[src/rtl/reg2uart.sv]
// APB slave that turns each register access into a framed byte stream on an AXIS
// link to a UART, and collects the read-response frame from the return stream.
`timescale 1ns/1ps
module reg2uart #(
  parameter int unsigned TIMEOUT_CYCLES = 1000000
) (
  input  logic        clk,
  input  logic        rst,
  input  logic        psel,
  input  logic        penable,
  input  logic        pwrite,
  input  logic [15:0] paddr,
  input  logic [31:0] pwdata,
  input  logic [3:0]  pstrb,
  output logic        pready,
  output logic [31:0] prdata,
  output logic        pslverr,
  input  logic [3:0]  dst_fpga,
  output logic        m_axis_tvalid,
  input  logic        m_axis_tready,
  output logic [8:0]  m_axis_tdata,
  output logic        m_axis_tuser,
  output logic        m_axis_tlast,
  input  logic        s_axis_tvalid,
  output logic        s_axis_tready,
  input  logic [8:0]  s_axis_tdata,
  input  logic        s_axis_tuser,
  input  logic        s_axis_tlast,
  output logic        busy,
  output logic        timeout
);
  localparam int CNT_W = $clog2(TIMEOUT_CYCLES + 1);
  localparam logic [CNT_W-1:0] CNT_LAST = CNT_W'(TIMEOUT_CYCLES - 1);

  typedef enum logic [3:0] {
    IDLE, HDR, ADDR0, ADDR1, WD0, WD1, WD2, WD3,
    WAIT_HDR, RD0, RD1, RD2, RD3, DONE
  } state_t;

  state_t           state, state_nx;
  logic             is_wr, wr_nx;
  logic [15:0]      addr, addr_nx;
  logic [31:0]      wdata, wdata_nx;
  logic [3:0]       dst, dst_nx;
  logic [CNT_W-1:0] cnt;
  logic             err;
  logic [23:0]      rd_buf;
  logic             start, m_hs, in_rx, expired, hdr_ok, fire, fail;
  logic [7:0]       tx_byte_nx;
  logic             tx_valid_nx, tx_last_nx;
  logic             unused;

  assign unused        = &{1'b0, pstrb, s_axis_tlast, s_axis_tdata[8]};
  assign s_axis_tready = 1'b1;
  assign m_axis_tuser  = 1'b0;
  assign pready        = (state == DONE);
  assign pslverr       = (state == DONE) && err;

  assign start   = (state == IDLE) && psel && penable;
  assign m_hs    = m_axis_tvalid && m_axis_tready;
  assign in_rx   = state inside {WAIT_HDR, RD0, RD1, RD2, RD3};
  assign expired = (cnt >= CNT_LAST);
  assign hdr_ok  = (s_axis_tdata[7:4] == dst) && (s_axis_tdata[3:1] == 3'd3) && !s_axis_tdata[0];

  // Transfer fields as they will be after this edge, so the tx byte can be registered.
  assign wr_nx    = start ? pwrite   : is_wr;
  assign addr_nx  = start ? paddr    : addr;
  assign wdata_nx = start ? pwdata   : wdata;
  assign dst_nx   = start ? dst_fpga : dst;

  // NOTE: every output of a combinational block gets a default first; a path that
  // leaves one unassigned would infer a latch.
  always_comb begin
    state_nx = state;
    fire     = 1'b0;
    fail     = 1'b0;
    unique case (state)
      IDLE:  if (start) state_nx = HDR;
      HDR:   if (m_hs) state_nx = ADDR0;
      ADDR0: if (m_hs) state_nx = ADDR1;
      ADDR1: if (m_hs) state_nx = is_wr ? WD0 : WAIT_HDR;
      WD0:   if (m_hs) state_nx = WD1;
      WD1:   if (m_hs) state_nx = WD2;
      WD2:   if (m_hs) state_nx = WD3;
      WD3:   if (m_hs) state_nx = DONE;
      // An arriving byte always takes priority over an expiring counter.
      WAIT_HDR: begin
        if (s_axis_tvalid) begin
          if (hdr_ok) state_nx = RD0;
        end else if (expired) begin
          state_nx = DONE;
          fire     = 1'b1;
        end
      end
      RD0, RD1, RD2, RD3: begin
        if (s_axis_tvalid) begin
          if (s_axis_tuser) begin
            state_nx = DONE;
            fail     = 1'b1;
          end else begin
            unique case (state)
              RD0:     state_nx = RD1;
              RD1:     state_nx = RD2;
              RD2:     state_nx = RD3;
              default: state_nx = DONE;
            endcase
          end
        end else if (expired) begin
          state_nx = DONE;
          fire     = 1'b1;
        end
      end
      DONE:    state_nx = IDLE;
      default: state_nx = IDLE;
    endcase
  end

  always_comb begin
    tx_byte_nx  = 8'h00;
    tx_valid_nx = 1'b1;
    tx_last_nx  = 1'b0;
    unique case (state_nx)
      HDR:   tx_byte_nx = {dst_nx, (wr_nx ? 3'd1 : 3'd2), 1'b0};
      ADDR0: tx_byte_nx = addr_nx[15:8];
      ADDR1: begin
        tx_byte_nx = addr_nx[7:0];
        tx_last_nx = !wr_nx;
      end
      WD0:   tx_byte_nx = wdata_nx[7:0];
      WD1:   tx_byte_nx = wdata_nx[15:8];
      WD2:   tx_byte_nx = wdata_nx[23:16];
      WD3: begin
        tx_byte_nx = wdata_nx[31:24];
        tx_last_nx = 1'b1;
      end
      default: tx_valid_nx = 1'b0;
    endcase
  end

  // NOTE: state is updated with non-blocking assignments so every register samples
  // pre-edge values regardless of statement order.
  always_ff @(posedge clk) begin
    if (rst) begin
      state         <= IDLE;
      m_axis_tvalid <= 1'b0;
      m_axis_tdata  <= '0;
      m_axis_tlast  <= 1'b0;
      busy          <= 1'b0;
      timeout       <= 1'b0;
      prdata        <= '0;
      cnt           <= '0;
      err           <= 1'b0;
      is_wr         <= 1'b0;
      addr          <= '0;
      wdata         <= '0;
      dst           <= '0;
      rd_buf        <= '0;
    end else begin
      state         <= state_nx;
      busy          <= (state_nx != IDLE);
      m_axis_tvalid <= tx_valid_nx;
      m_axis_tdata  <= {1'b0, tx_byte_nx};
      m_axis_tlast  <= tx_last_nx;
      is_wr         <= wr_nx;
      addr          <= addr_nx;
      wdata         <= wdata_nx;
      dst           <= dst_nx;
      if (start) begin
        timeout <= 1'b0;
        err     <= 1'b0;
      end
      // Saturates one short of the limit; expiry is then re-evaluated every idle cycle.
      if (state_nx == WAIT_HDR && state != WAIT_HDR) cnt <= '0;
      else if (in_rx && !expired)                     cnt <= cnt + CNT_W'(1);
      if (s_axis_tvalid) begin
        unique case (state)
          RD0:     rd_buf[7:0]   <= s_axis_tdata[7:0];
          RD1:     rd_buf[15:8]  <= s_axis_tdata[7:0];
          RD2:     rd_buf[23:16] <= s_axis_tdata[7:0];
          RD3:     if (!s_axis_tuser) prdata <= {s_axis_tdata[7:0], rd_buf};
          default: ;
        endcase
      end
      if (fire || fail) begin
        prdata <= '0;
        err    <= 1'b1;
      end
      if (fire) timeout <= 1'b1;
    end
  end
endmodule
[config.mk]
export PLATFORM = sky130hd
export DESIGN_NAME = reg2uart
export DESIGN_NICKNAME = d
export VERILOG_FILES = /design/src/rtl/reg2uart.sv
export SDC_FILE = /design/constraint.sdc
export NUM_CORES = 1
export LEC_CHECK = 0
export ABC_AREA = 1
export BUFFER_PORTS_ARGS = -buffer_cell sky130_fd_sc_hd__clkbuf_2
export CORE_ASPECT_RATIO = 1.2
export CORE_MARGIN = 5
export CORE_UTILIZATION = 50
export DETAILED_ROUTE_END_ITERATION = 10
export PLACE_DENSITY = 0.85
export SYNTH_ARGS = -nofsm -noshare
export SYNTH_HDL_FRONTEND = slang
export SYNTH_SLANG_ARGS = --single-unit
export TNS_END_PERCENT = 30
[constraint.sdc]
create_clock -name clk -period 1.71 [get_ports clk]
set_clock_uncertainty 0.1 [all_clocks]
set_input_delay 0.2565 -clock clk [delete_from_list [all_inputs] [get_ports clk]]
set_output_delay 0.2565 -clock clk [all_outputs]
set_load 0.05 [all_outputs]
### After elaboration in Yosys (flattened, before gate mapping)

Index checks and enable logic that the tools add are counted.

| storage, ports and cells | value |
|---|---|
| logic and storage cells | 103 |
| RAM bits | 0 |
| memory bits (read-only) | 0 |
| output and inout port bits | 49 |
| flip-flop bits (word level) | 147 |
| memories | 0 |
| bits in latches | 0 |

| cells by class | value |
|---|---|
| muxes and demuxes | 33 |
| equality and inequality tests | 24 |
| $lt $le $gt $ge | 1 |
| add/subtract/negate cells | 1 |
| shifts and indexed selects | 0 |
| reduce and logical (&&, ||, !) cells | 26 |
| multipliers | 0 |
| divide/modulo/power cells | 0 |
| bitwise operators | 1 |

Operators by type and width:

| kind | number |
|---|---|
| 4-bit 2-to-1 mux | 14 |
| 8-bit case mux with 7 select lines | 1 |
| 4-bit case mux with 10 select lines | 1 |
| 4-bit by 3-bit equality test with 1-bit output, second input constant | 8 |
| 32-bit 2-to-1 mux | 1 |
| 4-bit equality test, second input constant | 7 |
| 20-bit by 1-bit adder with 20-bit output, second input constant | 1 |
| 20-bit greater-or-equal comparator, second input constant | 1 |
| 4-bit by 2-bit equality test with 1-bit output, second input constant | 4 |
| 16-bit 2-to-1 mux | 1 |
| 1-bit 2-to-1 mux | 11 |
| 3-bit case mux with 3 select lines | 1 |
| 4-bit by 1-bit equality test with 1-bit output, second input constant | 2 |
| 1-bit logical AND | 8 |
| 7-bit OR reduction | 1 |
| 2-bit AND reduction | 3 |
| 5-bit nonzero test | 1 |
| 5-bit OR reduction | 1 |
| 4-bit equality test | 1 |
| 4-bit zero test | 1 |
| 4-bit != test, second input constant | 1 |
| 2-bit nonzero test | 2 |
| 4-bit nonzero test | 1 |
| 2-bit OR reduction | 2 |
| other kinds (9) | 11 |

### Longest topological paths before layout

| logic depth | value |
|---|---|
| word-level depth | 9 |
| gate-level depth with buffers | 18 |
| gate-level depth less buffers | 16 |

### Worst setup path after synthesis

No wires, ideal clock.

| timing path | value |
|---|---|
| path type | reg2out |
| from | reg state[1] |
| to | out pslverr |
| slack | -0.399 ns |
| path buffers | 0 |
| arrival time | 1.753 ns |
| stages on the path, launching flop included | 4 |
| required time | 1.354 ns |
| cell sequence | dfxtp_1 inv_1 nand2_1 nor3b_1 |

| on the way | value |
|---|---|
| longest elaborated chain between the ends | 2 |

Ends and longest elaborated chain:

| what | RTL line | RTL |
|---|---|---|
| from (decl) | 40 | `state_t state, state_nx;` |
| from (signal assigned) | 159 | `state <= state_nx;` |
| 4-bit equality test | 57 | `assign pslverr = (state == DONE) && err;` |
| 1-bit logical AND | 57 |  |
| to (decl) | 17 | `output logic pslverr,` |

No other way between the ends.

### Worst setup path in the final report

| timing path | value |
|---|---|
| from | reg cnt[7] |
| to | reg cnt[11] |

| on the way | value |
|---|---|
| longest elaborated chain between the ends | 7 |

Ends and longest elaborated chain:

| what | RTL line | RTL |
|---|---|---|
| from (decl) | 45 | `logic [CNT_W-1:0] cnt;` |
| from (signal assigned) | 174 | `else if (in_rx && !expired) cnt <= cnt + CNT_W'(1);` |
| 20-bit greater-or-equal comparator | 62 | `assign expired = (cnt >= CNT_LAST);` |
| 4-bit 2-to-1 mux | 90, 108 |  |
| 4-bit 2-to-1 mux (on tied branches) | 96, 88 |  |
| 4-bit case mux with 10 select lines | 77 | `unique case (state)` |
| 4-bit equality test | 173 | `if (state_nx == WAIT_HDR && state != WAIT_HDR) cnt <= '0;` |
| 1-bit logical AND | 173 |  |
| 2-bit OR reduction (no source line) | - |  |

Several ways; a longest one is shown, not always the timed one.
A chain may end at the register's enable or synchronous reset.

==> summary.txt <==
Status
  • Outcome: finished, violations left
  • Failing checks: setup timing

Routing
  • Vias per inst: 5.79
  • Final wirelength: 26200 um
  • Antenna-violating nets left: 0
  • Via count: 7934
  • Pre-antenna DRT Iters: 6
  • Routed WL per cell: 19.1 um
  • DRC: 0
  • Initial DRC count: 796

Floorplan
  • Initial Utilization: 0.510
  • Die area: 0.0159 sq mm
  • Row cnt: 46
  • Placeable Area: 0.0132 sq mm
  • Die Span Y: 137 um
  • I/O pin cnt: 123
  • Die X: 116 um

Critical path
  • Crit path DAT: 2.70 ns
  • CP peak stage delay: 0.31 ns
  • CP Buf/Inv Count: 2
  • Cells along the critical path: inv_1 -> nand3b_1 -> nor2_2 -> nand2_1 -> nand2_2 -> nand2_4 -> buf_6 -> nor2_4 -> nand2_4 -> nor2_4 -> nand3_4 -> nor2_4 -> nand2_4 -> or2_0 -> a21oi_1
  • Worst Setup End Kind: flop
  • Worst-path maximum fanout: 4
  • Crit Path Class: flop to flop
  • Cells on worst reg2reg path: 15
  • Worst path required time: 1.95 ns
  • Slowest stage cell, crit path: dfxtp_1
  • Crit path max-delay family: simple AND/OR/NAND/NOR gates
  • Setup crit start kind: flop
  • Critical Path Stages: 15

Hold path
  • Hold Crit Depth: 3
  • HP Class: primary input to flop

Logic synthesis
  • Largest family of logic cells by synthesized area: simple AND/OR/NAND/NOR gates
  • Post-Synth Simple-Gate Area: 0.306
  • Distinct cells, synth: 41
  • Post-synth EDFFs: 0
  • Synthesized area: 0.00672 sq mm
  • Synth Instances: 917
  • Xor and xnor area share after synthesis: 0.00782
  • Most common cell in the synthesized netlist: dfxtp_1
  • Post-synthesis adder-cell area fraction: 0.00186
  • Post-synthesis compound-gate area fraction: 0.127
  • Multiplexer area fraction after synthesis: 0.0238
  • Register area share after synthesis: 0.435
  • Top FF cell, synth: dfxtp_1
  • Async SR Flop Fraction: 0
  • Leading area contributor after synthesis: dfxtp_1
  • Synthesized flop and latch total: 146
  • Commonest cells post-synth: dfxtp_1, nand2_1, nor2_1
  • Main area contributors after synthesis: dfxtp_1, nand2_1, nor2_1
  • Ys Warns: 0
  • Post-synth top area share: 0.435
  • Syn_area_per_cell: 7.32 sq um

Layout
  • Layout cells sized above 1: 0.440
  • Antenna Cells: 0
  • Design Area, Final: 0.0101 sq mm
  • Final nets: 1265
  • Area delta synth->final: 51.1%

Timing
  • RSZ-0062 raised after global routing: true
  • Tmin final: 2.46 ns
  • Worst slew pin tran: 0.638 ns
  • Final hold vios: 0
  • Final setup fails: 114
  • Setup_tns: -21.94 ns
  • Fin Hold WS: 0.00984 ns
  • Max Clk Rate: 0.407 GHz
  • Final worst slack: -0.748 ns
  • Final Slew Violations: 0
  • Tcrit/Tclk final: 1.44
  • Slew margin rel.: 0.575

Clock tree
  • Total CTS buffers: 17
  • Htree depth: 4
  • Clock Path Buffers: 2
  • CTS tree: done
  • Worst-skew pair later-pin latency: 0.44 ns
  • CTS root buf: clkbuf_16
  • Clock transition at path regs: 0.06 ns
  • CTS Sinks: 146

GRT
  • Initial antenna violation count: 0
  • Number of global-route vias before repair: 7471
  • Largest net degree at the start of global routing: 50
  • GR Overflow Total: 0
  • Tot GR Track Use: 0.290
  • First-pass GRT wire length: 36100 um

Placed design
  • Area of placed instances: 0.00854 sq mm
  • DP HPWL: 13700 um
  • Pre-CTS WS: -0.455 ns
  • RD Place Congestion: 0.887
  • Port Buf Inserts: 113

Pwr
  • Worst vdd ir: 0.880 mV
  • Pwr Density: 830 mW/mm^2
  • LEAKAGE: 4.74 nW

Flow run
  • Max_cap viols: 0
-- layout make-up --
cell class	instances	area, sq um
clock buffers	18	439
flip-flops and latches	146	2950
multi-input cells	617	3770
repair buffers	298	2240
inverters	110	425
fillers	769	3030
clock inverters	14	118
well taps	168	210
-- registers in the layout, indices dropped and copies added, names as in the netlist --
name	cells
dst	4
is_wr	1
rd_buf	24
m_axis_tvalid	1
addr	16
cnt	20
state	4
m_axis_tlast	1
busy	1
prdata	32
wdata	32
err	1
timeout	1
m_axis_tdata	8
-- worst register-to-register path: cells and delay by family (launching register included) --
kind / cells / cell delay [ns]
simple gates: 12 / 1.50
buf+inv: 2 / 0.23
flops: 1 / 0.31
compound gates: 1 / 0.23
-- cells in the final DEF, fill, tap and decap left out, types with 9 or more instances in the layout --
cell type / n
o21ai_1: 21
o21ai_2: 16
dfxtp_1: 138
a21oi_1: 62
inv_1: 88
nand4_1: 32
nor2_1: 82
nor2_4: 17
nand3b_1: 9
nor2_2: 22
o21ai_0: 37
nand3_1: 41
clkbuf_16: 17
clkbuf_2: 111
a21oi_2: 10
buf_6: 27
or2_2: 36
nand2_4: 11
inv_2: 17
buf_4: 143
nand2_1: 123
nand2_2: 17
-- logic make-up (layout without fill, tap and decap cells) --
family / after synthesis / count (layout)
DFF: 146 / 146
muxes: 16 / 16
other: 2 / 3
AOI/OAI and AO/OA: 161 / 162
adders and majority gates: 1 / 1
and+or+nand+nor: 427 / 429
xor gates and xnor gates: 6 / 6
buffers and inverters: 158 / 440
-- metrics by stage --
step,power [mW],util,instances
3_3_place_gp,4.57,0.648,1301
5_1_grt,8.66,0.770,1371
2_1_floorplan,4.15,-,918
3_5_place_dp,4.59,0.648,1301
4_1_cts,8.21,0.733,1358
6_report,8.43,0.770,1371
-- layer usage --
metal	up-vias	GRT usage	part of all wire
met5	-	0	0
li1	3526	-	-
met3	184	0.0725	0.085
met2	555	0.506	0.50
met1	3669	0.318	0.34
met4	0	0.162	0.074
-- path summary, 6_finish.rpt --
| kind | startpoint | endpoint | slack [ns] |
|---|---|---|---|
| max | cnt[7]$_SDFFE_PP0P_ | cnt[11]$_SDFFE_PP0P_ | -0.75 |
| min | paddr[8] | addr[8]$_SDFF_PP0_ | 0.01 |
| max reg2reg | cnt[7]$_SDFFE_PP0P_ | cnt[11]$_SDFFE_PP0P_ | -0.75 |
| min reg2reg | rd_buf[8]$_SDFFE_PP0P_ | rd_buf[8]$_SDFFE_PP0P_ | 0.35 |
-- timing repair --
item | 4_1_cts | 5_1_grt
cloned | 5 | 0
setup endpoints to repair | 103 | 124
setup buffers | 16 | 19
hold buffers | 4 | 0
resized for setup | 97 | 126
endpoints found under the hold margin | 4 | 0
pin swaps | 18 | 33
-- power by group --
group          leakage, nW  internal [mW]  switching, mW
clock network        0.267           1.93           1.62
registers             1.19           3.50         0.0417
logic                 3.28          0.595          0.739
Note: power is estimated with default switching activity, not from simulation.
